--- src/rtl/noc_params.sv ---
// Shared NoC router sizing and port naming used by the switch allocator.
package noc_params;

    localparam int PORT_NUM  = 5;
    localparam int VC_NUM    = 2;
    localparam int VC_SIZE   = $clog2(VC_NUM);
    localparam int PORT_SIZE = $clog2(PORT_NUM);

    typedef enum logic [PORT_SIZE-1:0] {
        LOCAL = 3'd0,
        NORTH = 3'd1,
        SOUTH = 3'd2,
        WEST  = 3'd3,
        EAST  = 3'd4
    } port_t;

endpackage

--- src/rtl/round_robin_arbiter.sv ---
// Round-robin arbiter over N requesters; the search starts at the registered
// pointer, which moves past the winner only when the caller enables it.
module round_robin_arbiter #(
    parameter  int N  = 2,
    localparam int IW = (N > 1) ? $clog2(N) : 1
) (
    input  logic          clk,
    input  logic          rst,
    input  logic [N-1:0]  req_i,
    input  logic          adv_i,
    output logic          valid_o,
    output logic [IW-1:0] idx_o
);

    logic [IW-1:0] ptr_q;
    logic [IW-1:0] ptr_d;
    logic [IW-1:0] cand;
    logic          hit;
    logic [IW-1:0] sel;

    always_comb begin
        hit  = 1'b0;
        sel  = '0;
        cand = '0;
        for (int k = 0; k < N; k++) begin
            cand = IW'((int'(ptr_q) + k) % N);
            if (!hit && req_i[cand]) begin
                hit = 1'b1;
                sel = cand;
            end
        end
    end

    always_comb begin
        ptr_d = ptr_q;
        if (adv_i && hit) begin
            ptr_d = (sel == IW'(N - 1)) ? '0 : sel + 1'b1;
        end
    end

    always_ff @(posedge clk) begin
        if (rst) begin
            ptr_q <= '0;
        end else begin
            ptr_q <= ptr_d;
        end
    end

    assign valid_o = hit;
    assign idx_o   = sel;

endmodule

--- src/rtl/switch_allocator.sv ---
// Two-stage separable switch allocator: per-input VC arbitration, then
// per-output input arbitration; grants are registered for one cycle of latency.
module switch_allocator
    import noc_params::*;
(
    input  logic                              clk,
    input  logic                              rst,
    input  logic [PORT_NUM-1:0][VC_NUM-1:0]   request_i,
    input  port_t                             out_port_i      [PORT_NUM][VC_NUM],
    input  logic [VC_SIZE-1:0]                downstream_vc_i [PORT_NUM][VC_NUM],
    input  logic [PORT_NUM-1:0][VC_NUM-1:0]   on_off_i,
    output logic [PORT_NUM-1:0]               valid_sel_o,
    output logic [VC_SIZE-1:0]                vc_sel_o        [PORT_NUM],
    output port_t                             xbar_sel_o      [PORT_NUM],
    output logic [PORT_NUM-1:0]               valid_flit_o
);

    logic [PORT_NUM-1:0][VC_NUM-1:0]   eligible;
    logic [PORT_NUM-1:0]               in_valid;
    logic [PORT_NUM-1:0]               in_won;
    logic [VC_SIZE-1:0]                in_idx    [PORT_NUM];
    port_t                             in_target [PORT_NUM];
    logic [PORT_NUM-1:0][PORT_NUM-1:0] out_req;
    logic [PORT_NUM-1:0]               out_valid;
    logic [PORT_SIZE-1:0]              out_idx   [PORT_NUM];

    logic [PORT_NUM-1:0]  valid_sel_q,  valid_sel_d;
    logic [PORT_NUM-1:0]  valid_flit_q, valid_flit_d;
    logic [VC_SIZE-1:0]   vc_sel_q   [PORT_NUM];
    logic [VC_SIZE-1:0]   vc_sel_d   [PORT_NUM];
    port_t                xbar_sel_q [PORT_NUM];
    port_t                xbar_sel_d [PORT_NUM];

    // A request is only eligible when the downstream VC it targets has space.
    always_comb begin
        eligible = '0;
        for (int i = 0; i < PORT_NUM; i++) begin
            for (int v = 0; v < VC_NUM; v++) begin
                if (request_i[i][v] && (int'(out_port_i[i][v]) < PORT_NUM)) begin
                    eligible[i][v] = on_off_i[out_port_i[i][v]][downstream_vc_i[i][v]];
                end
            end
        end
    end

    for (genvar g = 0; g < PORT_NUM; g++) begin : g_in_arb
        round_robin_arbiter #(.N(VC_NUM)) u_in_arb (
            .clk     (clk),
            .rst     (rst),
            .req_i   (eligible[g]),
            .adv_i   (in_won[g]),
            .valid_o (in_valid[g]),
            .idx_o   (in_idx[g])
        );
    end

    always_comb begin
        out_req = '0;
        for (int i = 0; i < PORT_NUM; i++) begin
            in_target[i] = out_port_i[i][in_idx[i]];
            for (int o = 0; o < PORT_NUM; o++) begin
                out_req[o][i] = in_valid[i] && (int'(in_target[i]) == o);
            end
        end
    end

    for (genvar g = 0; g < PORT_NUM; g++) begin : g_out_arb
        round_robin_arbiter #(.N(PORT_NUM)) u_out_arb (
            .clk     (clk),
            .rst     (rst),
            .req_i   (out_req[g]),
            .adv_i   (out_valid[g]),
            .valid_o (out_valid[g]),
            .idx_o   (out_idx[g])
        );
    end

    // Only inputs whose VC survived the output stage move their VC pointer.
    always_comb begin
        in_won = '0;
        for (int o = 0; o < PORT_NUM; o++) begin
            if (out_valid[o]) begin
                in_won[out_idx[o]] = 1'b1;
            end
        end
    end

    always_comb begin
        valid_sel_d  = in_won;
        valid_flit_d = out_valid;
        for (int i = 0; i < PORT_NUM; i++) begin
            vc_sel_d[i] = in_won[i] ? in_idx[i] : vc_sel_q[i];
        end
        for (int o = 0; o < PORT_NUM; o++) begin
            xbar_sel_d[o] = out_valid[o] ? port_t'(out_idx[o]) : xbar_sel_q[o];
        end
    end

    always_ff @(posedge clk) begin
        if (rst) begin
            valid_sel_q  <= '0;
            valid_flit_q <= '0;
            for (int i = 0; i < PORT_NUM; i++) begin
                vc_sel_q[i]   <= '0;
                xbar_sel_q[i] <= LOCAL;
            end
        end else begin
            valid_sel_q  <= valid_sel_d;
            valid_flit_q <= valid_flit_d;
            for (int i = 0; i < PORT_NUM; i++) begin
                vc_sel_q[i]   <= vc_sel_d[i];
                xbar_sel_q[i] <= xbar_sel_d[i];
            end
        end
    end

    assign valid_sel_o  = valid_sel_q;
    assign valid_flit_o = valid_flit_q;
    assign vc_sel_o     = vc_sel_q;
    assign xbar_sel_o   = xbar_sel_q;

endmodule

--- config.mk ---
export PLATFORM = sky130hd
export DESIGN_NAME = switch_allocator
export DESIGN_NICKNAME = d
export VERILOG_FILES = /design/src/rtl/noc_params.sv /design/src/rtl/round_robin_arbiter.sv /design/src/rtl/switch_allocator.sv
export SDC_FILE = /design/constraint.sdc
export NUM_CORES = 1
export LEC_CHECK = 0
export BUFFER_PORTS_ARGS = -buffer_cell sky130_fd_sc_hd__buf_2
export CAP_MARGIN = 40
export CORE_MARGIN = 2
export CORE_UTILIZATION = 56
export DETAILED_ROUTE_END_ITERATION = 8
export PLACE_DENSITY = 0.76
export SYNTH_ARGS = -nofsm -noshare
export SYNTH_HDL_FRONTEND = slang
export SYNTH_SLANG_ARGS = --single-unit
--- constraint.sdc ---
create_clock -name clk -period 7.6 [get_ports clk]
set_clock_uncertainty 0.15 [all_clocks]
set_input_delay 0.76 -clock clk [delete_from_list [all_inputs] [get_ports clk]]
set_output_delay 0.76 -clock clk [all_outputs]
set_load 0.01 [all_outputs]
==> results of run 1 <==
## routing by layer
metal	vias to the layer above	global-route usage	share of wire
met5	-	0	0.00038
met1	5707	0.410	0.43
li1	5822	-	-
met4	2	0.119	0.038
met3	90	0.0431	0.081
met2	551	0.517	0.45
## tightest hold or removal path, cell delays in order (launching register included)
cell,delay [ns]
dfxtp_1,0.31
nand2_1,0.05
a21oi_1,0.05
## sequential cells by signal, indices dropped and copies added (netlist names)
register                   count
valid_sel_o                    5
g_in_arb.u_in_arb.ptr_q        5
valid_flit_o                   5
vc_sel_o                       5
xbar_sel_o                    15
g_out_arb.u_out_arb.ptr_q     15
## path summary, 6_finish.rpt
path / from / to / slack [ns] / cells after the start
worst max-delay path: g_out_arb[0].u_out_arb.ptr_q[0] / g_in_arb[3].u_in_arb.ptr_q / 1.16 / 23
worst min-delay path: xbar_sel_o[5] / xbar_sel_o[5] / 0.31 / 2
worst max register to register: g_out_arb[0].u_out_arb.ptr_q[0] / g_in_arb[3].u_in_arb.ptr_q / 1.16 / 23
worst min register to register: xbar_sel_o[5] / xbar_sel_o[5] / 0.31 / 2
## logic make-up (layout without fill, tap and decap cells)
logic type	count (synthesis)	in the layout
DFF	50	50
buffers and inverters	161	208
and+or+nand+nor	538	538
adders and majority gates	116	116
AOI/OAI and AO/OA	494	494
other	0	5
xor gates and xnor gates	51	51
muxes	91	91
## layout make-up
type / count / area (µm²)
repair buffers: 98 / 518
fillers: 1871 / 7940
diodes: 5 / 12.5
inverters: 102 / 383
clock inverters: 3 / 45.0
flip-flops and latches: 50 / 1000
clock buffers: 5 / 125
multi-input cells: 1290 / 9670
well taps: 270 / 338
## cells in the final DEF, fill, tap and decap left out, types with 9 or more instances in the layout
master | synthesis | final
nor2_1 | 125 | 125
nand2b_1 | 35 | 35
nor4_1 | 11 | 11
mux2_2 | 27 | 27
or2_2 | 9 | 9
a21o_1 | 14 | 14
a211oi_1 | 27 | 27
and2_1 | 21 | 21
dfxtp_1 | 50 | 50
o32ai_1 | 9 | 9
a22oi_1 | 15 | 15
a31oi_1 | 23 | 23
o21a_1 | 10 | 10
nor3_1 | 39 | 39
o31a_1 | 11 | 11
nand3_1 | 42 | 42
ha_1 | 115 | 115
o31ai_1 | 17 | 17
o221ai_1 | 9 | 9
a21oi_1 | 89 | 89
o21ai_0 | 64 | 64
a32oi_1 | 9 | 9
and3_1 | 15 | 15
o211ai_1 | 21 | 21
xnor2_1 | 43 | 43
nor2b_1 | 30 | 30
mux2i_1 | 53 | 53
nand3b_1 | 17 | 17
nand2_1 | 109 | 109
a221oi_1 | 10 | 10
nor3b_1 | 13 | 13
o22a_1 | 9 | 9
buf_2 | 8 | 92
o22ai_1 | 19 | 19
inv_1 | 96 | 96
## power by group through the flow
stage	clock network (mW)	logic [mW]	registers, mW
detailed placement	0	4.89	0.484
global placement	0	4.79	0.483
CTS	0.274	4.93	0.479
global route	0.286	5.54	0.494
floorplan	0	3.89	0.458
finish	0.271	5.03	0.481
## metrics by stage
step,util,setup slack (ns)
2_1_floorplan,-,1.77
3_3_place_gp,0.593,1.55
3_5_place_dp,0.595,1.30
4_1_cts,0.603,1.27
5_1_grt,0.604,0.754
6_report,0.604,1.16
==> results by group, run 1 <==
Clock tree
  – Clk root buf: clkbuf_16
  – CTS tree: built
  – H-tree depth: 2
  – CTS Hold Bufs: 0
  – Worst-skew pair later-pin latency: 0.31 ns
  – CTS Sinks: 50
  – # Post-CTS Setup Buffers: 0
  – Number of buffers created by CTS: 5
  – Clock Tree Buf Depth: 2
  – Resized Gates After CTS: 0
  – CTS clk-pin slew, worst paths: 0.08 ns

Power and ir drop
  – Share of total power in sequential cells: 0.083
  – Switch share: 0.561
  – Power Internal: 2.53 mW
  – Leak Pwr: 5.07 nW
  – Combinational Power Share: 0.870
  – Pwr Total: 5.78 mW
  – Power Density: 478 mW/mm²
  – Clock share of power: 0.047
  – Net Sw Power: 3.24 mW
  – VDD IR max: 0.275 mV

Floorplanning
  – Die Width: 146 µm
  – Die ar.: 0.0214 mm²
  – Core ar.: 0.0200 mm²
  – # IOs: 92
  – Initial core utilization: 0.566
  – Num rows: 52
  – Die H: 146 µm

Synthesis
  – Unique cell type count in the Yosys netlist: 123
  – Top cells by area, synth: ha_1 (13%), dfxtp_1 (8.8%), mux2i_1 (4.7%)
  – Multiplexer area fraction after synthesis: 0.0944
  – Synthesized Nets: 1679
  – Register area share after synthesis: 0.0883
  – Synth warn: 0
  – Top post-synthesis cells by count: nor2_1 (125), ha_1 (115), nand2_1 (109)
  – Ys flop type: dfxtp_1
  – Cell with the most instances after synthesis: nor2_1
  – Number of flops mapped to enable cells by yosys: 0
  – Mapped Area: 0.0113 mm²
  – Yosys top cell area share: 0.127
  – Async SR Flop Fraction: 0
  – Synth Area in Simple Gates: 0.258
  – Adder-cell share of the synthesized area: 0.129
  – Main combinational cell family by area after synthesis: compound AO/OA/AOI/OAI gates
  – Register bit total from synthesis: 50
  – Post-synthesis compound-gate area fraction: 0.333
  – Synth Instances: 1501
  – Post-Syn Area per Cell: 7.55 µm²
  – XOR/XNOR Fraction of Synth Area: 0.0394
  – Yosys top cell by area: ha_1

Outcome
  – Status: finished, final reports clean

Final layout
  – Fraction of layout cells with a size suffix above 1: 0.149
  – Non-Filler Instances: 1823
  – Final net count: 1725
  – Design Area, Final: 0.0121 mm²
  – Synthesis-to-finish area growth: 6.72%

Placement
  – DP HPWL: 27.3 mm
  – Placed instance count: 1810
  – Post-DP Area: 0.0119 mm²
  – IO Port Bufs: 91
  – Final GP Congestion: 0.987

Timing
  – Hold WS: 0.310 ns
  – Max-slew headroom: 0.296
  – Final Cycle Share: 0.848
  – RSZ-0062 raised after global routing: no
  – Final Hold Viols: 0
  – Peak Freq: 155 MHz
  – Finish-stage setup viols: 0
  – Total negative slack: 0 ns
  – Tmin final: 6.44 ns
  – Slew Limit Fails: 0
  – Worst Tran Pin Value: 1.06 ns

Detailed routing
  – Initial DRC Count: 924
  – Vias: 12172
  – Routed Antenna Nets: 0
  – DRC: 0
  – Vias per inst: 6.68
  – DR pass1 iterations: 5
  – Wirelength per Cell: 19.0 µm
  – Final wirelength: 34.6 mm

Flow run
  – Max-cap violations: 0

Worst setup path
  – CP Buf/Inv Count: 3
  – Crit end category: register
  – Slowest stage delay, CP: 0.70 ns
  – Critical Path, Cell by Cell: inv_2 > ha_1 > inv_1 > ha_1 > inv_1 > ha_1 > or3_1 > nand2_1 > xnor2_1 > ha_1 > nand2b_1 > nand2_1 > o221ai_1 > mux2i_1 > or3b_2 > o32ai_1 > a221oi_2 > nand3_1 > or2_1 > mux2_2 > nor2b_1 > or4_4 > a221oi_2
  – Worst path most repeated cell: ha_1
  – CP Max Fanout: 17
  – Startpoint types: register
  – Worst Path Class, Setup: reg -> reg
  – Arrival time worst endpoint: 6.52 ns
  – Slowest-stage cell, CP: dfxtp_1
  – Worst endpoint required time: 7.68 ns
  – Family with the most delay on the worst path: simple AND/OR/NAND/NOR gates

GRT
  – Total GRT Usage: 0.311
  – Vias in the first global route: 11035
  – First-pass GRT wire length: 55.5 mm
  – Antenna violations before repair: 6
  – Largest net degree at the start of global routing: 44
  – GRT overflow: 0

Hold path
  – Hold Crit Class: reg -> reg
(Power assumes the default switching activity.)
==> run 2: changes to the inputs <==
Settings changed: PLACE_DENSITY 0.76 to 0.79.
Clock period 7.6 ns to 5.4 ns, I/O delays scaled along.
==> run 2 against run 1 <==
Against the previous run: flip-flop and latch count unchanged; register-to-register slack worse by 1.0 ns; combinational power increased by 70%; largest cell class unchanged; highest routed layer unchanged; critical path type unchanged.
==> results by group, run 2 (synthesis results as in run 1) <==
Outcome
  – Status: finished, final reports clean

Floorplanning
  – Core ar.: 0.0200 mm²
  – Die ar.: 0.0214 mm²
  – Initial core utilization: 0.566
  – Die Width: 146 µm
  – Num rows: 52
  – # IOs: 92
  – Die H: 146 µm

Worst setup path
  – Startpoint types: register
  – CP Max Fanout: 5
  – Worst endpoint required time: 5.48 ns
  – Critical Path, Cell by Cell: inv_1 > ha_2 > inv_1 > ha_1 > inv_1 > ha_1 > and4b_1 > a311oi_4 > a31o_2 > mux2i_1 > o41ai_2 > a31oi_1 > a22o_2 > or4b_1 > a31oi_4 > a2bb2oi_4 > nor2_1 > or4_4 > a221oi_2
  – Slowest-stage cell, CP: or4_4
  – Crit end category: register
  – CP Buf/Inv Count: 3
  – Arrival time worst endpoint: 5.32 ns
  – Slowest stage delay, CP: 0.57 ns
  – Worst Path Class, Setup: reg -> reg
  – Family with the most delay on the worst path: compound AO/OA/AOI/OAI gates
  – Worst path most repeated cell: inv_1

Power and ir drop
  – Power Density: 724 mW/mm²
  – VDD IR max: 0.468 mV
  – Leak Pwr: 5.63 nW

Timing
  – Total negative slack: 0 ns
  – Slew Limit Fails: 0
  – RSZ-0062 raised after global routing: yes
  – Tmin final: 5.24 ns
  – Worst Tran Pin Value: 0.819 ns
  – Max-slew headroom: 0.454
  – Final Hold Viols: 0
  – Peak Freq: 191 MHz
  – Final Cycle Share: 0.971
  – Post-route setup slack: 0.156 ns
  – Finish-stage setup viols: 0

GRT
  – Vias in the first global route: 11770
  – Antenna violations before repair: 7
  – Total GRT Usage: 0.329
  – First-pass GRT wire length: 58.6 mm
  – Largest net degree at the start of global routing: 41
  – GRT overflow: 0

Detailed routing
  – Met1 wire length: 15.4 mm
  – Vias per inst: 6.55
  – Vias: 12586
  – Initial DRC Count: 1114
  – DR top layer: met5
  – DR pass1 iterations: 6
  – DRC: 0
  – Final wirelength: 36.9 mm
  – Met2 wire length: 17.2 mm
  – Routed Antenna Nets: 0
  – Wirelength per Cell: 19.2 µm
  – Met3 Routed Length: 2.79 mm

Placement
  – Place WS: 0.0505 ns
  – IO Port Bufs: 91
  – DP HPWL: 29.0 mm
  – Final GP Congestion: 1.01

Clock tree
  – Worst-skew pair later-pin latency: 0.32 ns
  – CTS tree: built
  – CTS Sinks: 50
  – CTS clk-pin slew, worst paths: 0.08 ns
  – Number of buffers created by CTS: 5
  – H-tree depth: 2
  – Clk root buf: clkbuf_16
  – Clock Tree Buf Depth: 2

Final layout
  – Multi-input logic area: 0.0101 mm²
  – Final net count: 1821
  – Filler instances: 1782
  – Highest-count cells in the layout ignoring fill and taps: nor2_1 (125), nand2_1 (108), ha_1 (103)
  – Leading cell type in the layout, fill and taps excluded: nor2_1
  – Synthesis-to-finish area growth: 17.2%
  – Sequential cell area: 0.00101 mm²
  – Fraction of layout cells with a size suffix above 1: 0.235

Hold path
  – Hold Crit Class: reg -> reg

Flow run
  – Max-cap violations: 0
==> run 2: worst min-delay path: stages, from the launching register on <==
cell and delay, ns:
dfxtp_1 0.31, nand2_1 0.05, a21oi_1 0.05
==> run 2: where the power goes <==
part           internal, mW  switching, mW
combinational          3.70           4.85
sequential            0.519          0.104
clock                 0.267          0.170
==> run 2: path summary, 6_finish.rpt <==
| check | from | end | slack (ns) | cells past startpoint |
|---|---|---|---|---|
| setup / recovery | g_out_arb[3].u_out_arb.ptr_q[0] | g_in_arb[3].u_in_arb.ptr_q | 0.16 | 19 |
| hold / removal | xbar_sel_o[12] | xbar_sel_o[12] | 0.30 | 2 |
| setup reg to reg | g_out_arb[3].u_out_arb.ptr_q[0] | g_in_arb[3].u_in_arb.ptr_q | 0.16 | 19 |
| hold reg to reg | xbar_sel_o[12] | xbar_sel_o[12] | 0.30 | 2 |
==> run 2: per-layer routing <==
layer  global-route usage  vias up
met5                    0        -
met4                0.137        4
met3               0.0478      101
met2                0.557      530
met1                0.418     5935
li1                     -     6016
==> run 2: layout make-up <==
class,count,area share
Antenna cell,7,0.00132
Sequential cell,50,0.0759
Timing Repair Buffer,194,0.0937
Clock inverter,3,0.00518
Clock buffer,5,0.00942
Inverter,102,0.0292
Tap cell,270,0.0254
Multi-Input combinational cell,1290,0.760
==> run 2: what timing repair did <==
action	4_1_cts	5_1_grt
buffers inserted	0	9
hold buffers	0	0
setup endpoints to repair	0	21
resized for setup	0	73
==> run 2: stage by stage <==
step / instance area [µm²] / hold slack (ns) / cells / utilization / power (mW)
3_3_place_gp: 12600 / 0.293 / 1896 / 0.628 / 8.06
5_1_grt: 13300 / 0.321 / 1917 / 0.662 / 10.4
6_report: 13300 / 0.302 / 1921 / 0.663 / 9.61
2_1_floorplan: 11400 / 0.307 / 1501 / - / 6.17
3_5_place_dp: 12600 / 0.295 / 1897 / 0.629 / 8.22
4_1_cts: 12800 / 0.306 / 1905 / 0.639 / 8.72
==> run 3: changes to the inputs <==
Settings changed: PLACE_DENSITY 0.79 to 0.76, SYNTH_HIERARCHICAL set to 1.
Clock period 5.4 ns to 6.6 ns, I/O delays scaled along.
==> run 3 against run 2 <==
Against the previous run: sequential power is 22% lower; register-to-register slack better by 0.54 ns; clock-buffer cell count stayed put; clock power fell by 33%; design area is 1.3% lower; hold slack gained 0.029 ns; synthesized cell count up 7.2%.
==> results by group, run 3 <==
Floorplanning
  – # IOs: 92
  – Die ar.: 0.0234 mm²
  – Core ar.: 0.0218 mm²
  – Num rows: 54
  – Die Width: 153 µm
  – Initial core utilization: 0.570
  – Die H: 153 µm

Timing
  – Final Cycle Share: 0.929
  – Hold WS: 0.332 ns
  – Slew Limit Fails: 0
  – Post-route setup slack: 0.468 ns
  – Finish-stage setup viols: 0
  – Max-slew headroom: 0.451
  – RSZ-0062 raised after global routing: no
  – Total negative slack: 0 ns
  – Final Hold Viols: 0
  – Worst Tran Pin Value: 0.822 ns
  – Tmin final: 6.13 ns
  – Peak Freq: 163 MHz

Clock tree
  – Worst-skew pair later-pin latency: 0.32 ns
  – Number of buffers created by CTS: 5
  – CTS Sinks: 50
  – Clock Tree Buf Depth: 2
  – # Post-CTS Setup Buffers: 0
  – CTS clk-pin slew, worst paths: 0.09 ns
  – Clk root buf: clkbuf_16
  – CTS tree: built
  – H-tree depth: 2

Synthesis
  – Cell with the most instances after synthesis: nor2_1
  – Register area share after synthesis: 0.0807
  – Register bit total from synthesis: 50
  – Unique cell type count in the Yosys netlist: 117
  – Synthesized Nets: 1756
  – Post-Syn Area per Cell: 7.71 µm²
  – Number of flops mapped to enable cells by yosys: 0
  – Synth Instances: 1609
  – Synth warn: 6
  – Top post-synthesis cells by count: nor2_1 (124), nand2_1 (108), inv_1 (95)
  – Yosys top cell area share: 0.0857
  – Mapped Area: 0.0124 mm²
  – Top cells by area, synth: ha_1 (8.6%), dfxtp_1 (8.1%), mux2i_1 (6.5%)
  – Yosys top cell by area: ha_1
  – Ys flop type: dfxtp_1
  – Async SR Flop Fraction: 0

Power and ir drop
  – Power Density: 355 mW/mm²
  – Leak Pwr: 5.13 nW
  – VDD IR max: 0.251 mV

GRT
  – GRT overflow: 0
  – Largest net degree at the start of global routing: 61
  – Antenna violations before repair: 3
  – First-pass GRT wire length: 58.9 mm
  – Total GRT Usage: 0.297
  – Vias in the first global route: 11686

Detailed routing
  – Wirelength per Cell: 18.8 µm
  – Initial DRC Count: 1066
  – DRC: 0
  – Vias per inst: 6.74
  – Final wirelength: 36.5 mm
  – Routed Antenna Nets: 0
  – Vias: 13061
  – DR pass1 iterations: 7

Outcome
  – Status: finished, final reports clean

Final layout
  – Synthesis-to-finish area growth: 5.72%
  – Highest-count cells in the layout ignoring fill and taps: nor2_1 (124), nand2_1 (108), inv_1 (95)
  – Leading cell type in the layout, fill and taps excluded: nor2_1
  – Design Area, Final: 0.0131 mm²
  – Multi-input logic area: 0.0104 mm²
  – Final net count: 1803
  – Fraction of layout cells with a size suffix above 1: 0.193
  – Sequential cell area: 0.00100 mm²
  – Filler instances: 1978

Flow run
  – Max-cap violations: 0

Placement
  – Final GP Congestion: 0.980
  – IO Port Bufs: 91
  – Post-DP Area: 0.0129 mm²
  – Place WS: 0.128 ns
  – DP HPWL: 28.2 mm

Hold path
  – Hold Crit Class: reg -> reg

Worst setup path
  – Worst endpoint required time: 6.70 ns
  – CP Max Fanout: 8
  – Startpoint types: input port
  – Crit end category: register
  – Arrival time worst endpoint: 6.23 ns
  – Worst Path Class, Setup: in -> reg
==> run 3: cell count changes after synthesis, sizes merged, moves of 11 or more <==
cell	before	now
a21oi	94	78
and2	24	11
buf	18	70
clkbuf	41	27
ha	115	85
mux2i	54	81
nand2b	35	52
nand3	44	19
nand3b	17	44
nand4	4	25
nand4b	8	27
o2111ai	5	23
o221ai	11	0
or3	11	27
==> run 3: cell families after synthesis <==
group / count (synthesis) / synth area share
buf+inv: 200 / 0.0803
xor+xnor: 40 / 0.0325
flops: 50 / 0.0807
fa+ha+maj: 85 / 0.0857
simple gates: 643 / 0.312
mux: 115 / 0.111
compound gates: 476 / 0.298
==> run 3: final timing paths <==
check / start / endpoint / slack, ns / cells past startpoint
max: out_port_i[15] / register / 0.47 / 24
min: xbar_sel_o[2] / xbar_sel_o[2] / 0.33 / 2
max reg2reg: g_out_arb[3].u_out_arb/ptr_q[0] / register / 0.70 / 18
min reg2reg: xbar_sel_o[2] / xbar_sel_o[2] / 0.33 / 2
==> run 3: power breakdown <==
part | switching (mW) | total, mW | internal [mW] | leakage [nW]
Clock | 0.146 | 0.292 | 0.146 | 0.0763
Combinational | 2.33 | 3.87 | 1.54 | 4.65
Sequential | 0.100 | 0.486 | 0.386 | 0.406
Total | 2.58 | 4.65 | 2.07 | 5.13
==> run 3: what timing repair did <==
action	in CTS	in global routing
gates resized for setup	0	1
hold endpoints to repair	0	0
endpoints found under the setup margin	0	1
hold buffers	0	0
==> run 3: through the flow <==
stage | power, mW | utilization | cells
6_report | 4.65 | 0.603 | 1939
5_1_grt | 5.01 | 0.603 | 1939
4_1_cts | 4.55 | 0.602 | 1937
3_5_place_dp | 4.24 | 0.595 | 1929
3_3_place_gp | 4.15 | 0.595 | 1929
2_1_floorplan | 3.55 | - | 1609
==> run 3: worst max-delay path: stages <==
cell and delay [ns]:
buf_2 0.15, mux4_2 0.51, nand4b_1 0.11, nand2_1 0.08
a21boi_0 0.29, buf_4 0.20, nand2_1 0.07, o22ai_1 0.13
and4_1 0.50, mux2i_1 0.13, mux4_2 0.48, or2_1 0.26
o22ai_2 0.27, a31oi_1 0.07, a2bb2oi_1 0.17, o22ai_1 0.13
mux2_2 0.32, a22oi_1 0.50, nor2_1 0.15, a32oi_1 0.23
nor4b_4 0.36, inv_1 0.12, a21bo_1 0.21, a21oi_2 0.12
==> run 3: final cells by class <==
class	count	share of cell area
diodes	2	0.000382
clock buffers	5	0.00954
well taps	280	0.0267
multi-input cells	1359	0.794
clock inverters	3	0.00219
repair buffers	137	0.0611
inverters	103	0.0295
flip-flops and latches	50	0.0763
==> run 3: layer usage <==
layer  wire length [µm]  up-vias  track usage  share of wire
met5                  8        -            0        0.00022
met4               1060        2       0.0983          0.029
met3               3650       79       0.0533           0.10
met2              15700      652        0.460           0.43
met1              16100     6095        0.418           0.44
li1                   -     6233            -              -
